<file path="src/rtl/or_bus_arb_pkg.sv">
// ---------------------------------------------------------------------------
// or_bus_arb_pkg
// Shared definitions for the OR-combined bus arbiter:
//   - arb_state_e : arbiter state (IDLE / OWN)
//   - N_DEF, W_DEF, MAX_HOLD_DEF : default parameter values
//   - idx_w()     : index width helper, clog2 with a floor of 1 bit
// Optional feature macro used by the arbiter: OR_BUS_ARB_TIMEOUT_EN
// ---------------------------------------------------------------------------
package or_bus_arb_pkg;

  localparam int N_DEF        = 4;
  localparam int W_DEF        = 8;
  localparam int MAX_HOLD_DEF = 16;

  typedef enum logic {
    ST_IDLE = 1'b0,
    ST_OWN  = 1'b1
  } arb_state_e;

  // Width needed to index n items; never narrower than one bit.
  function automatic int idx_w(input int n);
    if (n <= 2) begin
      return 1;
    end else begin
      return $clog2(n);
    end
  endfunction

endpackage

</file>
<file path="src/rtl/or_bus_arbiter_rr_pick.sv">
// ---------------------------------------------------------------------------
// rr_pick
// Purely combinational rotating-priority picker.
// Ports:
//   req_i   [N-1:0]  request vector
//   ptr_i   [IW-1:0] search start index (0..N-1)
//   excl_i  [N-1:0]  requesters excluded from this search
//   win_o   [IW-1:0] first eligible index found from ptr_i with wrap-around
//   found_o          at least one eligible requester exists
// ---------------------------------------------------------------------------
module rr_pick #(
  parameter int N  = 4,
  parameter int IW = 2
) (
  input  logic [N-1:0]  req_i,
  input  logic [IW-1:0] ptr_i,
  input  logic [N-1:0]  excl_i,
  output logic [IW-1:0] win_o,
  output logic          found_o
);

  logic [N-1:0] cand_s;
  logic [IW:0]  idx_s;

  assign cand_s = req_i & ~excl_i;

  // Walk ptr, ptr+1, ... (mod N) and keep the first eligible requester.
  // One extra bit on idx_s holds ptr+offset before the wrap subtraction,
  // which avoids a modulo for non-power-of-two N.
  always_comb begin
    win_o   = '0;
    found_o = 1'b0;
    idx_s   = '0;
    for (int off = 0; off < N; off++) begin
      idx_s = {1'b0, ptr_i} + (IW + 1)'(off);
      if (idx_s >= (IW + 1)'(N)) begin
        idx_s = idx_s - (IW + 1)'(N);
      end else begin
        idx_s = idx_s;
      end
      if (!found_o && cand_s[idx_s[IW-1:0]]) begin
        found_o = 1'b1;
        win_o   = idx_s[IW-1:0];
      end else begin
        found_o = found_o;
      end
    end
  end

endmodule

</file>
<file path="src/rtl/or_bus_arbiter.sv">
// ---------------------------------------------------------------------------
// or_bus_arbiter
// Round-robin arbiter sharing one W-bit AND-OR bus among N requesters.
// Only the granted slice of din reaches bus_out.
// Optional feature: define OR_BUS_ARB_TIMEOUT_EN to limit an owner to
// MAX_HOLD consecutive grant cycles (otherwise MAX_HOLD is ignored).
// Ports:
//   clk        clock, rising edge
//   rst_n      asynchronous active-low reset
//   req  [N]   level-sensitive request per requester
//   din  [N*W] requester data, slice i = din[i*W +: W]
//   grant[N]   registered one-hot-or-zero grant
//   bus_out[W] AND-OR of din slices with grant (combinational from grant)
//   bus_valid  OR-reduction of grant
//   owner      index of the current or last owner (registered)
// ---------------------------------------------------------------------------
module or_bus_arbiter
  import or_bus_arb_pkg::*;
#(
  parameter int N        = N_DEF,
  parameter int W        = W_DEF,
  parameter int MAX_HOLD = MAX_HOLD_DEF
) (
  input  logic                  clk,
  input  logic                  rst_n,
  input  logic [N-1:0]          req,
  input  logic [N*W-1:0]        din,
  output logic [N-1:0]          grant,
  output logic [W-1:0]          bus_out,
  output logic                  bus_valid,
  output logic [idx_w(N)-1:0]   owner
);

  localparam int IW = idx_w(N);

  arb_state_e    state_q, state_d;
  logic [N-1:0]  grant_q, grant_d;
  logic [IW-1:0] owner_q, owner_d;
  logic [IW-1:0] ptr_q, ptr_d;

  logic [IW-1:0] owner_inc_s;
  logic [IW-1:0] start_s;
  logic [N-1:0]  excl_s;
  logic [IW-1:0] win_s;
  logic          found_s;
  logic          owner_req_s;
  logic          timeout_s;
  logic          arb_s;

  assign owner_inc_s = (owner_q == IW'(N - 1)) ? '0 : owner_q + IW'(1);
  assign owner_req_s = req[owner_q];

  // While owning, the grant is about to end, so the search starts where the
  // pointer will land (owner + 1); from IDLE it starts at the stored pointer.
  assign start_s = (state_q == ST_OWN) ? owner_inc_s : ptr_q;

  assign arb_s = (state_q == ST_IDLE) || !owner_req_s || timeout_s;

`ifdef OR_BUS_ARB_TIMEOUT_EN
  localparam int HW = idx_w(MAX_HOLD);

  logic [HW-1:0] hcnt_q, hcnt_d;

  assign timeout_s = (state_q == ST_OWN) && (hcnt_q == HW'(MAX_HOLD - 1));

  // Hold counter next value: cleared on any arbitration, counts while holding.
  always_comb begin
    if (arb_s) begin
      hcnt_d = '0;
    end else if (state_q == ST_OWN) begin
      hcnt_d = hcnt_q + HW'(1);
    end else begin
      hcnt_d = hcnt_q;
    end
  end

  // Hold counter register.
  always_ff @(posedge clk or negedge rst_n) begin
    if (!rst_n) begin
      hcnt_q <= '0;
    end else begin
      hcnt_q <= hcnt_d;
    end
  end
`else
  logic hold_unused_s;

  assign timeout_s     = 1'b0;
  assign hold_unused_s = (MAX_HOLD > 1);
`endif

  // A timed-out owner sits out exactly one arbitration. If its req is
  // already low the mask changes nothing, so a simultaneous release and
  // timeout behaves as a plain release.
  always_comb begin
    excl_s = '0;
    if (timeout_s) begin
      excl_s[owner_q] = 1'b1;
    end else begin
      excl_s = '0;
    end
  end

  rr_pick #(
    .N  (N),
    .IW (IW)
  ) u_pick (
    .req_i   (req),
    .ptr_i   (start_s),
    .excl_i  (excl_s),
    .win_o   (win_s),
    .found_o (found_s)
  );

  // State register.
  always_ff @(posedge clk or negedge rst_n) begin
    if (!rst_n) begin
      state_q <= ST_IDLE;
    end else begin
      state_q <= state_d;
    end
  end

  // Next-state logic.
  always_comb begin
    state_d = state_q;
    case (state_q)
      ST_IDLE: begin
        if (found_s) begin
          state_d = ST_OWN;
        end else begin
          state_d = ST_IDLE;
        end
      end
      ST_OWN: begin
        if (arb_s && !found_s) begin
          state_d = ST_IDLE;
        end else begin
          state_d = ST_OWN;
        end
      end
      default: begin
        state_d = ST_IDLE;
      end
    endcase
  end

  // Grant / owner / pointer next values.
  always_comb begin
    grant_d = grant_q;
    owner_d = owner_q;
    ptr_d   = ptr_q;
    if (arb_s) begin
      if (state_q == ST_OWN) begin
        ptr_d = owner_inc_s;
      end else begin
        ptr_d = ptr_q;
      end
      grant_d = '0;
      if (found_s) begin
        grant_d[win_s] = 1'b1;
        owner_d        = win_s;
      end else begin
        owner_d = owner_q;
      end
    end else begin
      grant_d = grant_q;
    end
  end

  // Grant, owner and pointer registers.
  always_ff @(posedge clk or negedge rst_n) begin
    if (!rst_n) begin
      grant_q <= '0;
      owner_q <= '0;
      ptr_q   <= '0;
    end else begin
      grant_q <= grant_d;
      owner_q <= owner_d;
      ptr_q   <= ptr_d;
    end
  end

  // AND-OR bus: each slice masked by its grant bit, then OR-reduced.
  always_comb begin
    bus_out = '0;
    for (int i = 0; i < N; i++) begin
      bus_out = bus_out | (din[i*W +: W] & {W{grant_q[i]}});
    end
  end

  assign grant     = grant_q;
  assign bus_valid = |grant_q;
  assign owner     = owner_q;

endmodule

</file>
<file path="config.mk">
export PLATFORM = sky130hd
export DESIGN_NAME = or_bus_arbiter
export DESIGN_NICKNAME = d
export VERILOG_FILES = /design/src/rtl/or_bus_arb_pkg.sv /design/src/rtl/or_bus_arbiter_rr_pick.sv /design/src/rtl/or_bus_arbiter.sv
export SDC_FILE = /design/constraint.sdc
export NUM_CORES = 1
export LEC_CHECK = 0
export CAP_MARGIN = 20
export CORE_MARGIN = 5
export CORE_UTILIZATION = 31
export CTS_CLUSTER_SIZE = 12
export DETAILED_ROUTE_END_ITERATION = 7
export PLACE_DENSITY_LB_ADDON = 0.2
export REMOVE_ABC_BUFFERS = 1
export SETUP_SLACK_MARGIN = 0.05
export SKIP_CTS_REPAIR_TIMING = 1
export SLEW_MARGIN = 20
export SYNTH_ARGS = -nofsm -noshare
export SYNTH_HDL_FRONTEND = slang
export SYNTH_SLANG_ARGS = --single-unit
</file>
<file path="constraint.sdc">
create_clock -name clk -period 1.35 [get_ports clk]
set_input_delay 0.27 -clock clk [delete_from_list [all_inputs] [get_ports clk]]
set_output_delay 0.27 -clock clk [all_outputs]
set_load 0.1 [all_outputs]
</file>
==> impl_metrics.csv <==
group,metric,value,unit
layout,area_delta_synth_final,133,%
yosys,synth.area.top_cells,"dfrtp_1 29%, a22oi_1 16%, nand2_1 7.8%, o21ai_0 5.2%, nor2b_1 3.3%",
power_and_ir_drop,leakagePower,0.000763,uW
setup_path,ff2ff_path_depth,5,
yosys,netlist-cell-type-count,32,
drt,routed_wl,3510,um
flow_run,maxCapViolCount,0,
global_route,grt_usage,17.3,%
place,dp_hpwl,2520,um
clocking,cts.sinks,9,
floorplanning,start_util,31.6,%
global_route,grt_max_degree,12,
yosys,synth_top_area_cell,"dfrtp_1",
setup_path,end_kind,"output pin",
setup_path,cpMaxStageDelayCell,"or4_4",
timing,setup_ws,-0.294,ns
floorplanning,die_area,3580,sq um
power_and_ir_drop,power-per-cell-area,2900,nW/um^2
run_status,status,"complete, but fails checks",
setup_path,arrival,1.37,ns
layout,finalNetCount,205,
yosys,yosysSeqAreaShare,29.3,%
drt,vias,1031,
clocking,cts-buffers-inserted,3,
drt,ant_nets,0,
run_status,violations,"negative setup slack",
place,dp_slack,-0.571,ns
timing,fmax,0.608,GHz
floorplanning,die_height,59.8,um
hold_path,hold_path.class,"in -> async",
power_and_ir_drop,total_power,5190,uW
clocking,cts_tree,"done",
clocking,clkLatencyLatePin,0.26,ns
yosys,synth_area,769,sq um
global_route,antenna_found_initial,0,
power_and_ir_drop,combinationalPowerShare,85.6,%
floorplanning,core-area,2430,sq um
setup_path,cp_cell_sequence,"or4_4 -> buf_12",
drt,first_pass_iters,5,
setup_path,critPathLaunchType,"register",
timing,worst_pin_slew,0.393,ns
timing,finalSetupTns,-3.52,ns
drt,via_per_inst,5.26,
setup_path,cp_num_buf_inv,1,
setup_path,rr_endpoint,"grant[3]$_DFFE_PN0N_",
yosys,synthCells,95,
timing,slew_violations,0,
place,port_buffers,52,
layout,antenna_cells,0,
drt,drc,0,
setup_path,required,1.08,ns
drt,drtIter0Drc,30,
floorplanning,fp.dieW,59.8,um
drt,wl_per_cell,17.9,um
yosys,avgSynthCellArea,8.10,sq um
timing,slew_headroom,73.7,%
setup_path,critPathMaxFanout,2,
global_route,grt_overflow,0,
setup_path,reg2reg_slack,-0.23,ns
timing,finalSetupViolations,17,
setup_path,r2r_start,"owner[0]$_DFFE_PN0P_",
setup_path,max_stage_delay,0.55,ns
power_and_ir_drop,p_int,2290,uW
power_and_ir_drop,pwr-share-seq,10.5,%
floorplanning,num_rows,18,
yosys,yosysWarningCount,0,
setup_path,path_class,"reg -> out",
timing,min_period_over_period,122,%
clocking,cts_buffer_depth,2,
timing,fin_crit,1.64,ns
power_and_ir_drop,peakVddDrop,2.13,mV
clocking,htree_levels,1,
power_and_ir_drop,p_sw_share,56.0,%
clocking,cts_root_buffer,"clkbuf_4",
clocking,clkTransAtPathRegs,0.06,ns
power_and_ir_drop,switchingPower,2910,uW
timing,skew,0.00625,ns
floorplanning,ioPinCount,53,
yosys,netlist.area_leader.share,29.3,%
layout,layout.cells.non_filler,196,
yosys,ys_seq_elements,9,
global_route,grt_pass1_wl,4580,um
layout,drive_above_1_share,44.0,%
power_and_ir_drop,clock_power_share,3.9,%
timing,rsz0062_at_grt,"true",
place,dp.cells,188,
global_route,first_global_vias,1002,
setup_path,crit_family,"simple AND/OR/NAND/NOR gates",
place,gp_congestion,0.855,
timing,hold_violations,0,
## stage by stage
stage	cell area, sq um	hold WS (ns)	util [%]
floorplan	728	-0.0256	-
global placement	1580	0.578	64.9
detailed placement	1580	0.587	64.9
CTS	1610	0.303	66.0
global route	1790	0.322	73.6
finish	1790	0.295	73.6
## registers in the layout, summed over array words and instances (netlist names)
name,count
grant,4
owner,2
ptr_q,2
state_q,1
## cells in the mapped netlist
| master | n |
|---|---|
| clkbuf_2 | 1 |
| nor3_4 | 1 |
| nand3_1 | 1 |
| buf_2 | 2 |
| inv_1 | 2 |
| o21bai_1 | 1 |
| a221o_1 | 1 |
| a22o_1 | 2 |
| nand2_1 | 16 |
| clkbuf_1 | 4 |
| mux2i_1 | 2 |
| a22oi_1 | 16 |
| nor2b_1 | 4 |
| and2_1 | 1 |
| a221oi_1 | 1 |
| o31a_1 | 1 |
| nor3b_1 | 2 |
| o2111ai_1 | 1 |
| o21ai_0 | 8 |
| nand2_4 | 1 |
| or4_1 | 1 |
| and3b_1 | 1 |
| nor2_1 | 5 |
| nand2_2 | 1 |
| dfrtp_1 | 9 |
| nand3b_1 | 1 |
| nand2b_1 | 2 |
| a21o_1 | 1 |
| mux4_2 | 1 |
| xnor2_1 | 1 |
| buf_6 | 1 |
| a21oi_1 | 3 |
## cell usage in the layout, fill, tap and decap left out, types with 2 or more instances in the layout
cell	netlist	routed
clkdlybuf4s50_1	0	36
buf_4	0	20
buf_12	0	15
nand2_1	16	13
a22oi_2	0	9
a22oi_1	16	7
dfrtp_1	9	6
nor2_1	5	5
o21ai_1	0	5
nand2_2	1	4
nor2b_1	4	4
o21ai_2	0	3
clkbuf_4	0	3
dfrtp_2	0	3
buf_6	1	3
a21oi_2	0	2
nand2b_4	0	2
mux2i_1	2	2
inv_1	2	2
a22o_1	2	2
## worst max path at each step
stage                         start              endpoint  slack, ns  cells after the start
6_report       grant[0]$_DFFE_PN0N_             bus_valid      -0.29                      2
5_1_grt        grant[0]$_DFFE_PN0N_             bus_valid      -0.32                      2
3_5_place_dp                 req[3]  grant[0]$_DFFE_PN0N_      -0.57                      6
2_1_floorplan  owner[0]$_DFFE_PN0P_  grant[1]$_DFFE_PN0N_      -0.88                      5
3_3_place_gp                 req[3]  grant[3]$_DFFE_PN0N_      -0.49                      6
4_1_cts        owner[0]$_DFFE_PN0P_  grant[0]$_DFFE_PN0N_      -0.38                      6
## per-layer routing
metal | GRT usage, % | routed length, um
met3 | 4.10 | 232
met1 | 20.1 | 1250
met2 | 30.4 | 1960
met5 | 0 | 0
met4 | 6.33 | 71
## final cells by class
cell class	instances	area, sq um
Multi-Input combinational cell	76	633
Tap cell	30	37.5
Timing Repair Buffer	75	857
Inverter	2	7.51
Fill cell	168	642
Clock buffer	4	26.3
Sequential cell	9	229
## cell families after synthesis
logic type	synth area share, %
AOI/OAI and AO/OA	31.7
xor gates and xnor gates	1.14
buffers and inverters	6.34
DFF	29.3
muxes	5.53
and+or+nand+nor	26.0
## power groups by stage
stage	combinational [uW]	clock (uW)	sequential (uW)
2_1_floorplan	1780	0	1080
6_report	4440	203	547
3_3_place_gp	3950	0	511
4_1_cts	4000	210	507
3_5_place_dp	3990	0	510
5_1_grt	4590	224	560
Power figures use the tool's default switching activity.
